`src/rtl/mem_bus_arbiter_pkg.sv`:
```
// Shared definitions for the instruction/data memory bus arbiter.
package mem_bus_arbiter_pkg;

    localparam int REG_W   = 32;
    localparam int SEL_W   = 4;
    localparam int STALL_W = 6;

    // Stall vector encodings: [0]=PC [1]=IF/ID [2]=ID/EX [3]=EX/MEM [4]=MEM/WB [5]=reserved
    localparam logic [STALL_W-1:0] STALL_NONE = 6'b000000;
    localparam logic [STALL_W-1:0] STALL_IF   = 6'b000011;
    localparam logic [STALL_W-1:0] STALL_MEM  = 6'b011111;

    // Byte-lane enables for a full-word fetch
    localparam logic [SEL_W-1:0] SEL_FULL = 4'b1111;

    typedef enum logic [1:0] {
        ST_IDLE = 2'd0,
        ST_IBUS = 2'd1,
        ST_DBUS = 2'd2,
        ST_RESP = 2'd3
    } state_t;

endpackage

```
`src/rtl/mem_bus_arbiter_watchdog.sv`:
```
// Bus watchdog: counts un-acknowledged transfer cycles and flags the last allowed one.
module bus_watchdog #(
    parameter int TIMEOUT = 16
) (
    input  logic clk,
    input  logic rst,
    input  logic i_clr,
    input  logic i_inc,
    output logic o_expired
);

    localparam logic [7:0] LAST_CYCLE = 8'(TIMEOUT - 1);

    logic [7:0] r_cnt;

    // Counter: cleared while the bus is idle, advances on every waited cycle
    always_ff @(posedge clk or negedge rst) begin
        if (!rst) begin
            r_cnt <= '0;
        end else if (i_clr) begin
            r_cnt <= '0;
        end else if (i_inc) begin
            r_cnt <= r_cnt + 8'd1;
        end
    end

    // Expired on the final cycle the transfer is allowed to wait
    always_comb begin
        o_expired = (r_cnt == LAST_CYCLE);
    end

endmodule

```
`src/rtl/mem_bus_arbiter.sv`:
```
// Single-port memory bus arbiter between instruction fetch and data access,
// with data-over-fetch priority, pipeline stall generation and watchdog abort.
module mem_bus_arbiter
    import mem_bus_arbiter_pkg::*;
#(
    parameter int TIMEOUT = 16
) (
    input  logic               clk,
    input  logic               rst,
    input  logic               if_req,
    input  logic [REG_W-1:0]   if_addr,
    output logic [REG_W-1:0]   if_rdata,
    output logic               if_done,
    input  logic               d_req,
    input  logic               d_we,
    input  logic [SEL_W-1:0]   d_sel,
    input  logic [REG_W-1:0]   d_addr,
    input  logic [REG_W-1:0]   d_wdata,
    output logic [REG_W-1:0]   d_rdata,
    output logic               d_done,
    output logic               bus_req,
    output logic               bus_we,
    output logic [SEL_W-1:0]   bus_sel,
    output logic [REG_W-1:0]   bus_addr,
    output logic [REG_W-1:0]   bus_wdata,
    input  logic [REG_W-1:0]   bus_rdata,
    input  logic               bus_ack,
    output logic [STALL_W-1:0] stall,
    output logic               bus_err
);

    state_t             r_state;
    state_t             w_next;
    logic               r_owner_d;
    logic               r_err;
    logic               r_bus_we;
    logic [SEL_W-1:0]   r_bus_sel;
    logic [REG_W-1:0]   r_bus_addr;
    logic [REG_W-1:0]   r_bus_wdata;
    logic [REG_W-1:0]   r_if_rdata;
    logic [REG_W-1:0]   r_d_rdata;
    logic               w_busy;
    logic               w_expired;

    assign w_busy = (r_state == ST_IBUS) || (r_state == ST_DBUS);

    bus_watchdog #(
        .TIMEOUT (TIMEOUT)
    ) u_watchdog (
        .clk       (clk),
        .rst       (rst),
        .i_clr     (r_state == ST_IDLE),
        .i_inc     (w_busy && !bus_ack),
        .o_expired (w_expired)
    );

    // State register
    always_ff @(posedge clk or negedge rst) begin
        if (!rst) begin
            r_state <= ST_IDLE;
        end else begin
            r_state <= w_next;
        end
    end

    // Next-state: data wins over fetch; ack takes precedence over expiry
    always_comb begin
        w_next = r_state;
        case (r_state)
            ST_IDLE: begin
                if (d_req) begin
                    w_next = ST_DBUS;
                end else if (if_req) begin
                    w_next = ST_IBUS;
                end
            end
            ST_IBUS, ST_DBUS: begin
                if (bus_ack || w_expired) begin
                    w_next = ST_RESP;
                end
            end
            ST_RESP: w_next = ST_IDLE;
            default: w_next = ST_IDLE;
        endcase
    end

    // Outputs decoded from the registered state
    always_comb begin
        bus_req = w_busy;
        if_done = (r_state == ST_RESP) && !r_owner_d;
        d_done  = (r_state == ST_RESP) &&  r_owner_d;
        bus_err = (r_state == ST_RESP) &&  r_err;
    end

    // Bus request latch on grant, read-data capture on ack, zero fill on timeout
    always_ff @(posedge clk or negedge rst) begin
        if (!rst) begin
            r_owner_d   <= 1'b0;
            r_err       <= 1'b0;
            r_bus_we    <= 1'b0;
            r_bus_sel   <= '0;
            r_bus_addr  <= '0;
            r_bus_wdata <= '0;
            r_if_rdata  <= '0;
            r_d_rdata   <= '0;
        end else if (r_state == ST_IDLE) begin
            if (d_req) begin
                r_owner_d   <= 1'b1;
                r_err       <= 1'b0;
                r_bus_we    <= d_we;
                r_bus_sel   <= d_sel;
                r_bus_addr  <= d_addr;
                r_bus_wdata <= d_wdata;
            end else if (if_req) begin
                r_owner_d   <= 1'b0;
                r_err       <= 1'b0;
                r_bus_we    <= 1'b0;
                r_bus_sel   <= SEL_FULL;
                r_bus_addr  <= if_addr;
                r_bus_wdata <= '0;
            end
        end else if (w_busy) begin
            if (bus_ack) begin
                if (r_state == ST_IBUS) begin
                    r_if_rdata <= bus_rdata;
                end else if (!r_bus_we) begin
                    r_d_rdata <= bus_rdata;
                end
            end else if (w_expired) begin
                r_err <= 1'b1;
                if (r_state == ST_IBUS) begin
                    r_if_rdata <= '0;
                end else begin
                    r_d_rdata <= '0;
                end
            end
        end
    end

    // Stall: a pending data access freezes up to MEM/WB, a pending fetch only PC and IF/ID
    always_comb begin
        stall = STALL_NONE;
        if (d_req && !d_done) begin
            stall = STALL_MEM;
        end else if (if_req && !if_done) begin
            stall = STALL_IF;
        end
    end

    assign bus_we    = r_bus_we;
    assign bus_sel   = r_bus_sel;
    assign bus_addr  = r_bus_addr;
    assign bus_wdata = r_bus_wdata;
    assign if_rdata  = r_if_rdata;
    assign d_rdata   = r_d_rdata;

endmodule

```
`config.mk`:
```
export PLATFORM = sky130hd
export DESIGN_NAME = mem_bus_arbiter
export DESIGN_NICKNAME = d
export VERILOG_FILES = /design/src/rtl/mem_bus_arbiter_pkg.sv /design/src/rtl/mem_bus_arbiter_watchdog.sv /design/src/rtl/mem_bus_arbiter.sv
export SDC_FILE = /design/constraint.sdc
export NUM_CORES = 1
export LEC_CHECK = 0
export BUFFER_PORTS_ARGS = -buffer_cell sky130_fd_sc_hd__clkbuf_2
export CAP_MARGIN = 5
export CORE_MARGIN = 2
export CORE_UTILIZATION = 44
export DETAILED_ROUTE_END_ITERATION = 10
export PLACE_DENSITY = 0.79
export SYNTH_ARGS = -nofsm -noshare
export SYNTH_HDL_FRONTEND = slang
export SYNTH_SLANG_ARGS = --single-unit
```
`constraint.sdc`:
```
create_clock -name clk -period 1.8 [get_ports clk]
set_input_delay 0.18 -clock clk [delete_from_list [all_inputs] [get_ports clk]]
set_output_delay 0.18 -clock clk [all_outputs]
set_load 0.1 [all_outputs]
```
==> results.md, run 1 <==
- Status: finished, violations left
- Failing checks: setup timing
- Area Overhead vs Synth: 46.76%
- DRT iter0 DRCs: 354
- Commonest non-fill, non-tap cell in the layout: clkbuf_2
- Register area: 0.003628 sq mm
- Launch point of the worst reg-to-reg path: r_state[0]$_DFFE_PN0P_
- Largest net degree at the start of global routing: 49
- Rel. slew slack: 62.07%
- CTS tree: built
- Routed Antenna Nets: 0
- # IOs: 281
- Crit end category: primary output
- CTS sink cnt: between 100 and 150
- DP Wirelength: 13,310 um
- Wire per inst: between 15 and 20 um
- Via count: 6,175
- Final #Nets: between 1k and 1.5k
- Synth Instances: 631
- Die width: 127.9 um
- Setup-failing EPs final: 5
- Routed Wire Length: roughly 20,000 um
- Die H: 127.9 um
- Core ar.: 0.01509 sq mm
- Final hold vios: 0
- Synth Cell Area: 0.006751 sq mm
- RSZ-0062 raised after global routing: yes
- R2R Path End: d_rdata[10]$_DFFE_PN0P_
- CTS root buf: clkbuf_16
- Initial antenna violation count: 0
- TritonCTS buffer count: 17
- H-tree levels: 4
- Full die area: about 0.016 sq mm
- Max FO, Critical Path: 3
- Clock Latency Late Sink: roughly 420 ps
- Vias per cell: 5.314
- First-pass GRT wire length: about 31,000 um
- Number of synthesized flops with an enable pin: 0
- Ys flop type: dfrtp_1
- Fraction of layout cells with a size suffix above 1: 37.17%
- Vias in the first global route: between 6k and 7k
- Synth warn: 0
- GRT overflow: 0
- Final Wtd Congestion: 0.7916
- Worst setup path endpoint: stall[1]
- PnR worst setup slack: -92.10 ps
- Syn avg cell area: approximately 11 sq um
- Port bufs: 279
- Clock Path Buffers: 2
- Antenna Cells: 0
- Slew of the pin with the lowest slew margin: 571.4 ps
- HP Class: in -> reg
- Max-slew violation count: 0
- Unique cell type count in the Yosys netlist: approximately 40
- Fmax: around 0.53 GHz
- Post-layout minimum cycle time: 1892 ps
- WP data required: roughly 1600 ps
- CP startpoint kind: flip-flop
- Worst Hold Depth: 3
- Ys async rst share: 100.0%
- Fill count: 1,143
- Max-cap viol count: 0
- Min Hold Slack: about 19 ps
- Net Count, Synth: approximately 770
- Footprint of the multi-input gates: 0.002949 sq mm
- Worst Skew: 7.733 ps
- Critical path class: reg -> out
- Flop and latch count out of synthesis: 145
- Critical Path Start: r_state[0]$_DFFE_PN0P_
- # rows: 45
- Worst-path clk slew: 60 ps
- Most frequent cells in the layout: clkbuf_2 (268), dfrtp_1 (145), o21ai_0 (78)
- Final routed DRC violation total: 0
- Crit path arrival time: 1710 ps
- Reg2reg path depth: 8
- Gr usage total: 24.36%
- Reg2reg setup slack: 10 ps
- Initial Util: 44.74%
- Final period util: 105.1%
- Register area share after synthesis: 53.74%
- First drt pass iteration count: 4
-- worst max-delay path: stages (launching register included) --
cell	delay, ps
dfrtp_1	390
buf_6	130
ha_4	150
and2_4	170
nor2b_4	100
o21bai_4	150
buf_12	200
-- Yosys cell counts (2+ instances only) --
master	n	share of area [%]
o21ai_0	99	7.3
and2_1	3	0.28
nor2b_1	5	0.46
nand3_1	3	0.22
a221oi_1	2	0.26
clkbuf_1	34	1.9
a21oi_1	4	0.30
xor2_1	2	0.26
a22o_1	33	4.3
dfrtp_1	145	54
a22oi_1	32	3.6
nand2_1	68	3.8
ha_1	4	0.74
and3b_1	33	4.3
o21bai_1	2	0.22
nor2_1	10	0.56
clkbuf_2	6	0.44
o22a_1	4	0.52
nand3b_1	2	0.22
mux2i_1	65	9.6
o21ai_1	3	0.22
buf_2	10	0.74
or3_1	2	0.19
inv_1	5	0.28
buf_4	4	0.44
nor3_1	2	0.15
nand2b_1	35	3.2
-- logic make-up (layout without fill, tap and decap cells) --
family	after synthesis	count (layout)	share of synthesized area, %
AO/OA/AOI/OAI	184	184	17.35
flip-flops	145	145	53.74
XOR/XNOR	2	2	0.2595
other	1	1	0.05554
adder cells (fa/ha/maj)	4	4	0.7413
multiplexers	66	66	9.803
buffers and inverters	60	403	3.855
AND/OR/NAND/NOR	169	169	14.20
-- registers in the layout (all words and copies together) (netlist names) --
signal	flops
bus_wdata	32
r_state	2
r_owner_d	1
r_err	1
d_rdata	32
if_rdata	32
bus_addr	32
bus_we	1
bus_sel	4
u_watchdog.r_cnt	8
-- how the worst min path moves through the flow --
stage	start	to	slack, ps
floorplan	rst	bus_addr[0]$_DFFE_PN0P_	-120
global route	bus_rdata[31]	if_rdata[31]$_DFFE_PN0P_	10
detailed placement	rst	if_rdata[5]$_DFFE_PN0P_	120
CTS	d_wdata[26]	bus_wdata[26]$_DFFE_PN0P_	0.2
global placement	rst	if_rdata[5]$_DFFE_PN0P_	130
finish	bus_rdata[21]	if_rdata[21]$_DFFE_PN0P_	20
-- layer usage --
layer	wire (um)	up-vias	global-route usage, %
met5	0	-	0
met4	306	0	7.434
met3	1673	19	8.347
met2	9868	249	40.55
met1	8091	2996	30.09
li1	-	2911	-
-- cell type report --
cell class / count / share of cell area, %
Clock buffer: 21 / 4.647
Clock inverter: 10 / 1.364
Inverter: 5 / 0.1894
Multi-Input combinational cell: 426 / 29.76
Sequential cell: 145 / 36.62
Tap cell: 188 / 2.374
Timing Repair Buffer: 367 / 25.04
-- repair_timing --
| item | CTS | global route |
|---|---|---|
| gates resized for setup | 8 | 23 |
| buffers inserted | 3 | 7 |
| endpoints found under the hold margin | 82 | 0 |
| setup endpoints to repair | 5 | 98 |
| hold buffers | 48 | 0 |
| cloned | 0 | 3 |
| pin swaps | 1 | 2 |
-- metrics by stage --
step	area, sq um	std cells	setup WS, ps	util [%]	setup TNS [ps]
global route	9908	1162	-149.3	65.66	-1128
global placement	8652	1070	135.8	57.34	0
CTS	9768	1152	-111.9	64.73	-538.8
floorplan	6854	631	-501.2	-	-3234
finish	9908	1162	-92.10	65.66	-384.8
detailed placement	8652	1070	78.90	57.34	0
Power of run 1 is not shown: default switching activity piles up to over one toggle a cycle in this logic, so the estimate is an artifact.
==> run 2: changes to the inputs <==
--- a/config.mk
+++ b/config.mk
@@ -7,8 +7,10 @@
 export LEC_CHECK = 0
 export BUFFER_PORTS_ARGS = -buffer_cell sky130_fd_sc_hd__clkbuf_2
 export CAP_MARGIN = 5
+export CELL_PAD_IN_SITES_DETAIL_PLACEMENT = 1
+export CELL_PAD_IN_SITES_GLOBAL_PLACEMENT = 1
 export CORE_MARGIN = 2
-export CORE_UTILIZATION = 44
+export CORE_UTILIZATION = 33
 export DETAILED_ROUTE_END_ITERATION = 10
 export PLACE_DENSITY = 0.79
 export SYNTH_ARGS = -nofsm -noshare
==> run 2 against run 1 <==
The flow still finishes with violations (setup timing); register-to-register slack lost 40 ps; utilization shrank 16 points; sequential share of layout area shrank 0.58 points; via count grew 3.0%; cell area grew 1.6%; critical path type unchanged.
==> results.md, run 2 (synthesis results as in run 1) <==
- Gr usage total: 22.17% (was 24.36%)
- Full die area: 0.02162 sq mm (was 0.01635 sq mm)
- DRT iter0 DRCs: 192 (was 354)
- First-pass GRT wire length: 37,630 um (was 31,270 um)
- # rows: 52 (was 45)
- Crit end category: primary output (unchanged)
- Final routed DRC violation total: 0 (unchanged)
- Die H: 147.0 um (was 127.9 um)
- GRT overflow: 0 (unchanged)
- Fmax: 0.5178 GHz (was 0.5285 GHz)
- WP buf/inv: 2 (unchanged)
- Worst Hold Depth: 2 (was 3)
- DP Wirelength: 16,010 um (was 13,310 um)
- Most frequent cells in the layout: clkbuf_2 (268), dfrtp_1 (145), o21ai_0 (70) (was clkbuf_2 (268), dfrtp_1 (145), o21ai_0 (78))
- Area Overhead vs Synth: 49.13% (was 46.76%)
- # IOs: 281 (unchanged)
- Clock Path Buffers: 2 (unchanged)
- Critical path class: reg -> out (unchanged)
- Vias in the first global route: 6,851 (was 6,054)
- Initial Util: 33.47% (was 44.74%)
- Final #Nets: 1,107 (was 1,104)
- TritonCTS buffer count: 17 (unchanged)
- Final non-filler cell total: 1,249 (was 1,162)
- Highest Signal Layer: met4 (unchanged)
- CTS tree: built (unchanged)
- CP startpoint kind: flip-flop (unchanged)
- CTS root buf: clkbuf_16 (unchanged)
- Crit path arrival time: 1750 ps (was 1710 ps)
- Worst-path clk slew: 60 ps (about the same)
- CP delay by family, top: flip-flops (unchanged)
- Metal-1 WL: 9553 um (was 8091 um)
- CTS sink cnt: 145 (unchanged)
- Routed Antenna Nets: 0 (unchanged)
- Routed wl met2: 12,340 um (was 9868 um)
- Final Cell Area: 0.01007 sq mm (was 0.009908 sq mm)
- Worst min-delay path startpoint: d_wdata[7] (was bus_rdata[21])
- RSZ-0062 raised after global routing: yes (unchanged)
- Vias per cell: 5.094 (was 5.314)
- H-tree levels: 4 (unchanged)
- PnR worst setup slack: -131.2 ps (was -92.10 ps)
- Launch point of the worst reg-to-reg path: r_state[1]$_DFFE_PN0P_ (was r_state[0]$_DFFE_PN0P_)
- Final hold vios: 0 (unchanged)
- Die width: 147.0 um (was 127.9 um)
- Slew of the pin with the lowest slew margin: 588.1 ps (was 571.4 ps)
- Dpl cells: 1,157 (was 1,070)
- Critical-path cell list: buf_6 > ha_4 > and2_4 > nor2b_4 > o21bai_4 > buf_12 (unchanged)
- Critical path's slowest cell: dfrtp_1 (unchanged)
- Final period util: 107.3% (was 105.1%)
- Port bufs: 279 (unchanged)
- Final Wtd Congestion: 0.7855 (was 0.7916)
- Core ar.: 0.02017 sq mm (was 0.01509 sq mm)
- R2R Path End: d_rdata[2]$_DFFE_PN0P_ (was d_rdata[10]$_DFFE_PN0P_)
- Final Util: 49.92% (was 65.66%)
- Initial antenna violation count: 1 (was 0)
- Setup-failing EPs final: 9 (was 5)
- Reg2reg path depth: 8 (unchanged)
- Setup TNS: -683.7 ps (was -384.8 ps)
- Max incr delay on CP: 410 ps (was 390 ps)
- Hold Path Sink: bus_wdata[7]$_DFFE_PN0P_ (was if_rdata[21]$_DFFE_PN0P_)
- Status: finished, violations left (unchanged)
- WP data required: 1620 ps (about the same)
- Commonest non-fill, non-tap cell in the layout: clkbuf_2 (unchanged)
- Max-slew violation count: 0 (unchanged)
- Clock Latency Late Sink: 420 ps (about the same)
- Post-layout minimum cycle time: 1931 ps (was 1892 ps)
- Failing checks: setup timing (unchanged)
- Max-cap viol count: 0 (unchanged)
- Via count: 6,362 (was 6,175)
- First drt pass iteration count: 4 (unchanged)
- HP Class: in -> reg (unchanged)
- Wire per inst: 19.46 um (was 17.16 um)
- Largest net degree at the start of global routing: 58 (was 49)
- Reg2reg setup slack: -30 ps (was 10 ps)
- Area after DPL: 0.008780 sq mm (was 0.008652 sq mm)
- Metal3 WL: 1959 um (was 1673 um)
- Rel. slew slack: 60.96% (was 62.07%)
- Routed Wire Length: 24,300 um (was 19,940 um)
- Fraction of layout cells with a size suffix above 1: 39.06% (was 37.17%)
- Worst Skew: 8.462 ps (was 7.733 ps)
- Max FO, Critical Path: 3 (unchanged)
==> run 2: changes by cell type in the layout (fill, tap and decap cells not counted), sizes merged <==
cell	previous run	this run
buf	49	55
clkinvlp	1	5
dlygate4sd3	48	44
bufinv	3	1
clkbuf	291	290
clkinv	6	5
diode	0	1
inv	5	6
nand2b	35	36
==> run 2: timing repair <==
| action | 4_1_cts | 5_1_grt |
|---|---|---|
| hold buffers | 44 | 0 |
| endpoints found under the hold margin | 75 | 0 |
| endpoints found under the setup margin | 10 | 101 |
| setup buffers | 6 | 4 |
| gates cloned | 2 | 3 |
| gates resized for setup | 14 | 39 |
| pin swaps | 3 | 2 |
==> run 2: area by class of cell <==
class	instances	area (sq um)
diodes	1	2.502
clock buffers	20	456.7
multi-input cells	427	3004
repair buffers	369	2511
flip-flops and latches	145	3628
clock inverters	12	108.9
fillers	2264	10100
inverters	5	18.77
well taps	270	337.8
==> run 2: worst max-delay path by stage <==
stage	to	cells after the start	start
after floorplan	stall[1]	5	r_state[0]$_DFFE_PN0P_
after global placement	r_state[1]$_DFFE_PN0P_	3	u_watchdog.r_cnt[5]$_DFFE_PN0P_
after detailed placement	d_rdata[28]$_DFFE_PN0P_	6	r_state[0]$_DFFE_PN0P_
after CTS	stall[0]	6	r_state[1]$_DFFE_PN0P_
after global routing	stall[1]	6	r_state[1]$_DFFE_PN0P_
final	stall[0]	6	r_state[1]$_DFFE_PN0P_
==> run 2: worst register-to-register path, delay by kind of cell (launching register included) <==
family / cells / cell delay, ps
buf+inv: 4 / 540
compound gates: 1 / 100
flops: 1 / 390
fa+ha+maj: 1 / 270
mux: 1 / 220
simple gates: 1 / 180
==> run 2: per-stage QoR <==
step	hold WS, ps	setup WS [ps]
2_1_floorplan	-115.6	-501.2
3_5_place_dp	109.6	22.74
3_3_place_gp	103.3	112.8
4_1_cts	2.000	-147.7
5_1_grt	7.215	-189.9
6_report	13.91	-131.2
==> run 2: per-layer routing <==
| layer | track usage (%) | vias to the layer above |
|---|---|---|
| met5 | 0 | - |
| met2 | 38.69 | 264 |
| met1 | 26.31 | 3150 |
| li1 | - | 2915 |
| met3 | 7.081 | 33 |
| met4 | 6.442 | 0 |
Power of run 2 is left out for the same reason.
==> run 3: changes to the inputs <==
--- a/config.mk
+++ b/config.mk
@@ -10,9 +10,10 @@
 export CELL_PAD_IN_SITES_DETAIL_PLACEMENT = 1
 export CELL_PAD_IN_SITES_GLOBAL_PLACEMENT = 1
 export CORE_MARGIN = 2
-export CORE_UTILIZATION = 33
+export CORE_UTILIZATION = 34
+export CTS_BUF_LIST = sky130_fd_sc_hd__clkbuf_8
 export DETAILED_ROUTE_END_ITERATION = 10
-export PLACE_DENSITY = 0.79
+export PLACE_DENSITY = 0.81
 export SYNTH_ARGS = -nofsm -noshare
 export SYNTH_HDL_FRONTEND = slang
 export SYNTH_SLANG_ARGS = --single-unit
==> run 3 against run 2 <==
Critical path type unchanged; cell area rose by 4.1%; first-iteration DRC count rose by 14%; sequential share of layout area fell by 1.4 points; highest routed layer unchanged; final cell count rose by 3.6%; global-route usage rose by 1.8 points; the run still ends with setup timing left; maximum frequency fell by 1.6%; critical path depth did not move; clock skew rose by 9.0 ps; largest cell class unchanged; hold slack improved by 18 ps.
==> results.md, run 3 (synthesis results as in run 1) <==
- Status: finished, violations left (unchanged)
- Failing checks: setup timing (unchanged)
- Fill count: 2,195 (was 2,264)
- GRT overflow: 0 (unchanged)
- Core ar.: 0.01946 sq mm (was 0.02017 sq mm)
- Final Wtd Congestion: 0.7781 (was 0.7855)
- Routed Wire Length: 25,990 um (was 24,300 um)
- Rel. slew slack: 59.18% (was 60.96%)
- H-tree levels: 4 (unchanged)
- Max-cap viol count: 0 (unchanged)
- Final hold vios: 0 (unchanged)
- Crit end category: primary output (unchanged)
- HP Class: in -> reg (unchanged)
- Full die area: 0.02100 sq mm (was 0.02162 sq mm)
- DP Wirelength: 15,800 um (was 16,010 um)
- CP startpoint kind: flip-flop (unchanged)
- Clock Latency Late Sink: 460 ps (was 420 ps)
- Vias in the first global route: 7,314 (was 6,851)
- Slew of the pin with the lowest slew margin: 614.9 ps (was 588.1 ps)
- Final routed DRC violation total: 0 (unchanged)
- First-pass GRT wire length: 40,300 um (was 37,630 um)
- PnR worst setup slack: -161.9 ps (was -131.2 ps)
- Post-layout minimum cycle time: 1962 ps (was 1931 ps)
- Max-slew violation count: 0 (unchanged)
- Area Overhead vs Synth: 55.23% (was 49.13%)
- Fmax: 0.5097 GHz (was 0.5178 GHz)
- # IOs: 281 (unchanged)
- Final #Nets: 1,156 (was 1,107)
- Routed Antenna Nets: 0 (unchanged)
- Worst Skew: 17.48 ps (was 8.462 ps)
- Initial Util: 34.69% (was 33.47%)
- Worst-path clk slew: 80 ps (was 60 ps)
- Initial antenna violation count: 2 (was 1)
- Die width: 144.9 um (was 147.0 um)
- Reg2reg path depth: 9 (was 8)
- TritonCTS buffer count: 17 (unchanged)
- Final non-filler cell total: 1,294 (was 1,249)
- Via count: 6,678 (was 6,362)
- Setup-failing EPs final: 32 (was 9)
- # rows: 51 (was 52)
- Die H: 144.9 um (was 147.0 um)
- Port bufs: 279 (unchanged)
- Fraction of layout cells with a size suffix above 1: 36.61% (was 39.06%)
- Gr usage total: 23.94% (was 22.17%)
- Clock Path Buffers: 2 (unchanged)
- Critical path class: reg -> out (unchanged)
- WP data required: 1620 ps (about the same)
- Wire per inst: 20.09 um (was 19.46 um)
- First drt pass iteration count: 5 (was 4)
- CTS tree: built (unchanged)
- Crit path arrival time: 1780 ps (was 1750 ps)
- Commonest non-fill, non-tap cell in the layout: clkbuf_2 (unchanged)
- Worst Hold Depth: 3 (was 2)
- Vias per cell: 5.161 (was 5.094)
- Largest net degree at the start of global routing: 64 (was 58)
- Final period util: 109.0% (was 107.3%)
- DRT iter0 DRCs: 219 (was 192)
- Dpl cells: 1,148 (was 1,157)
- CTS sink cnt: 145 (unchanged)
- Most frequent cells in the layout: clkbuf_2 (268), dfrtp_1 (144), dlygate4sd3_1 (99) (was clkbuf_2 (268), dfrtp_1 (145), o21ai_0 (70))
- CTS root buf: clkbuf_8 (was clkbuf_16)
- Max FO, Critical Path: 3 (unchanged)
- RSZ-0062 raised after global routing: yes (unchanged)
==> run 3: changes by cell type in the layout (fill, tap and decap cells not counted), moves of 4 or more <==
cell,delta
dlygate4sd3_1,+55
clkbuf_16,-17
clkbuf_8,+16
buf_4,-14
buf_6,+6
inv_1,+4
o21ai_1,+4
==> run 3: worst max-delay path: stages, from the launching register on <==
cell and delay [ps]:
dfrtp_1 420, buf_6 140, ha_4 150, and2_4 170
nor2b_4 110, o21bai_4 150, buf_12 200
==> run 3: metal layers <==
metal	track usage (%)	routed length, um
met5	0	0
met1	28.49	10270
met2	41.71	13470
met4	7.772	516
met3	6.855	1736
==> run 3: cell type report <==
class	instances	area, sq um	area share [%]
antenna	2	5.005	0.04776
clock inverter	14	190.2	1.815
timing repair buffer	419	3054	29.14
inverter	5	18.77	0.1791
clock buffer	18	247.7	2.364
sequential	145	3630	34.63
multi-input combinational	426	3003	28.65
tap	265	331.6	3.164
==> run 3: what timing repair did <==
item	CTS	global route
gates resized for setup	28	37
endpoints found under the hold margin	130	0
gates cloned	0	3
buffers inserted	2	8
endpoints found under the setup margin	9	105
pin swaps	1	5
hold buffers	99	0
==> run 3: path summary, 6_finish.rpt <==
path | from | end | slack (ps)
worst min register to register | bus_addr[3]$_DFFE_PN0P_ | bus_addr[3]$_DFFE_PN0P_ | 480
worst max-delay path | r_state[1]$_DFFE_PN0P_ | stall[0] | -160
max in group asynchronous | rst | if_rdata[15]$_DFFE_PN0P_ | 900
worst max register to register | r_state[0]$_DFFE_PN0P_ | d_rdata[5]$_DFFE_PN0P_ | -70
worst min-delay path | bus_rdata[23] | if_rdata[23]$_DFFE_PN0P_ | 30
min in group asynchronous | rst | bus_addr[22]$_DFFE_PN0P_ | 280
==> run 3: stage by stage <==
stage	util, %	TNS (ps)	setup WS [ps]	cell area (sq um)	hold WS [ps]
floorplan	-	-3234	-501.2	6854	-115.6
detailed placement	45.05	0	45.10	8768	187.8
CTS	52.58	-1152	-197.5	10230	0.1838
global route	53.85	-5748	-239.7	10480	14.00
finish	53.85	-1820	-161.9	10480	31.44
global placement	45.05	0	149.1	8768	189.9
Power of run 3 is left out for the same reason.
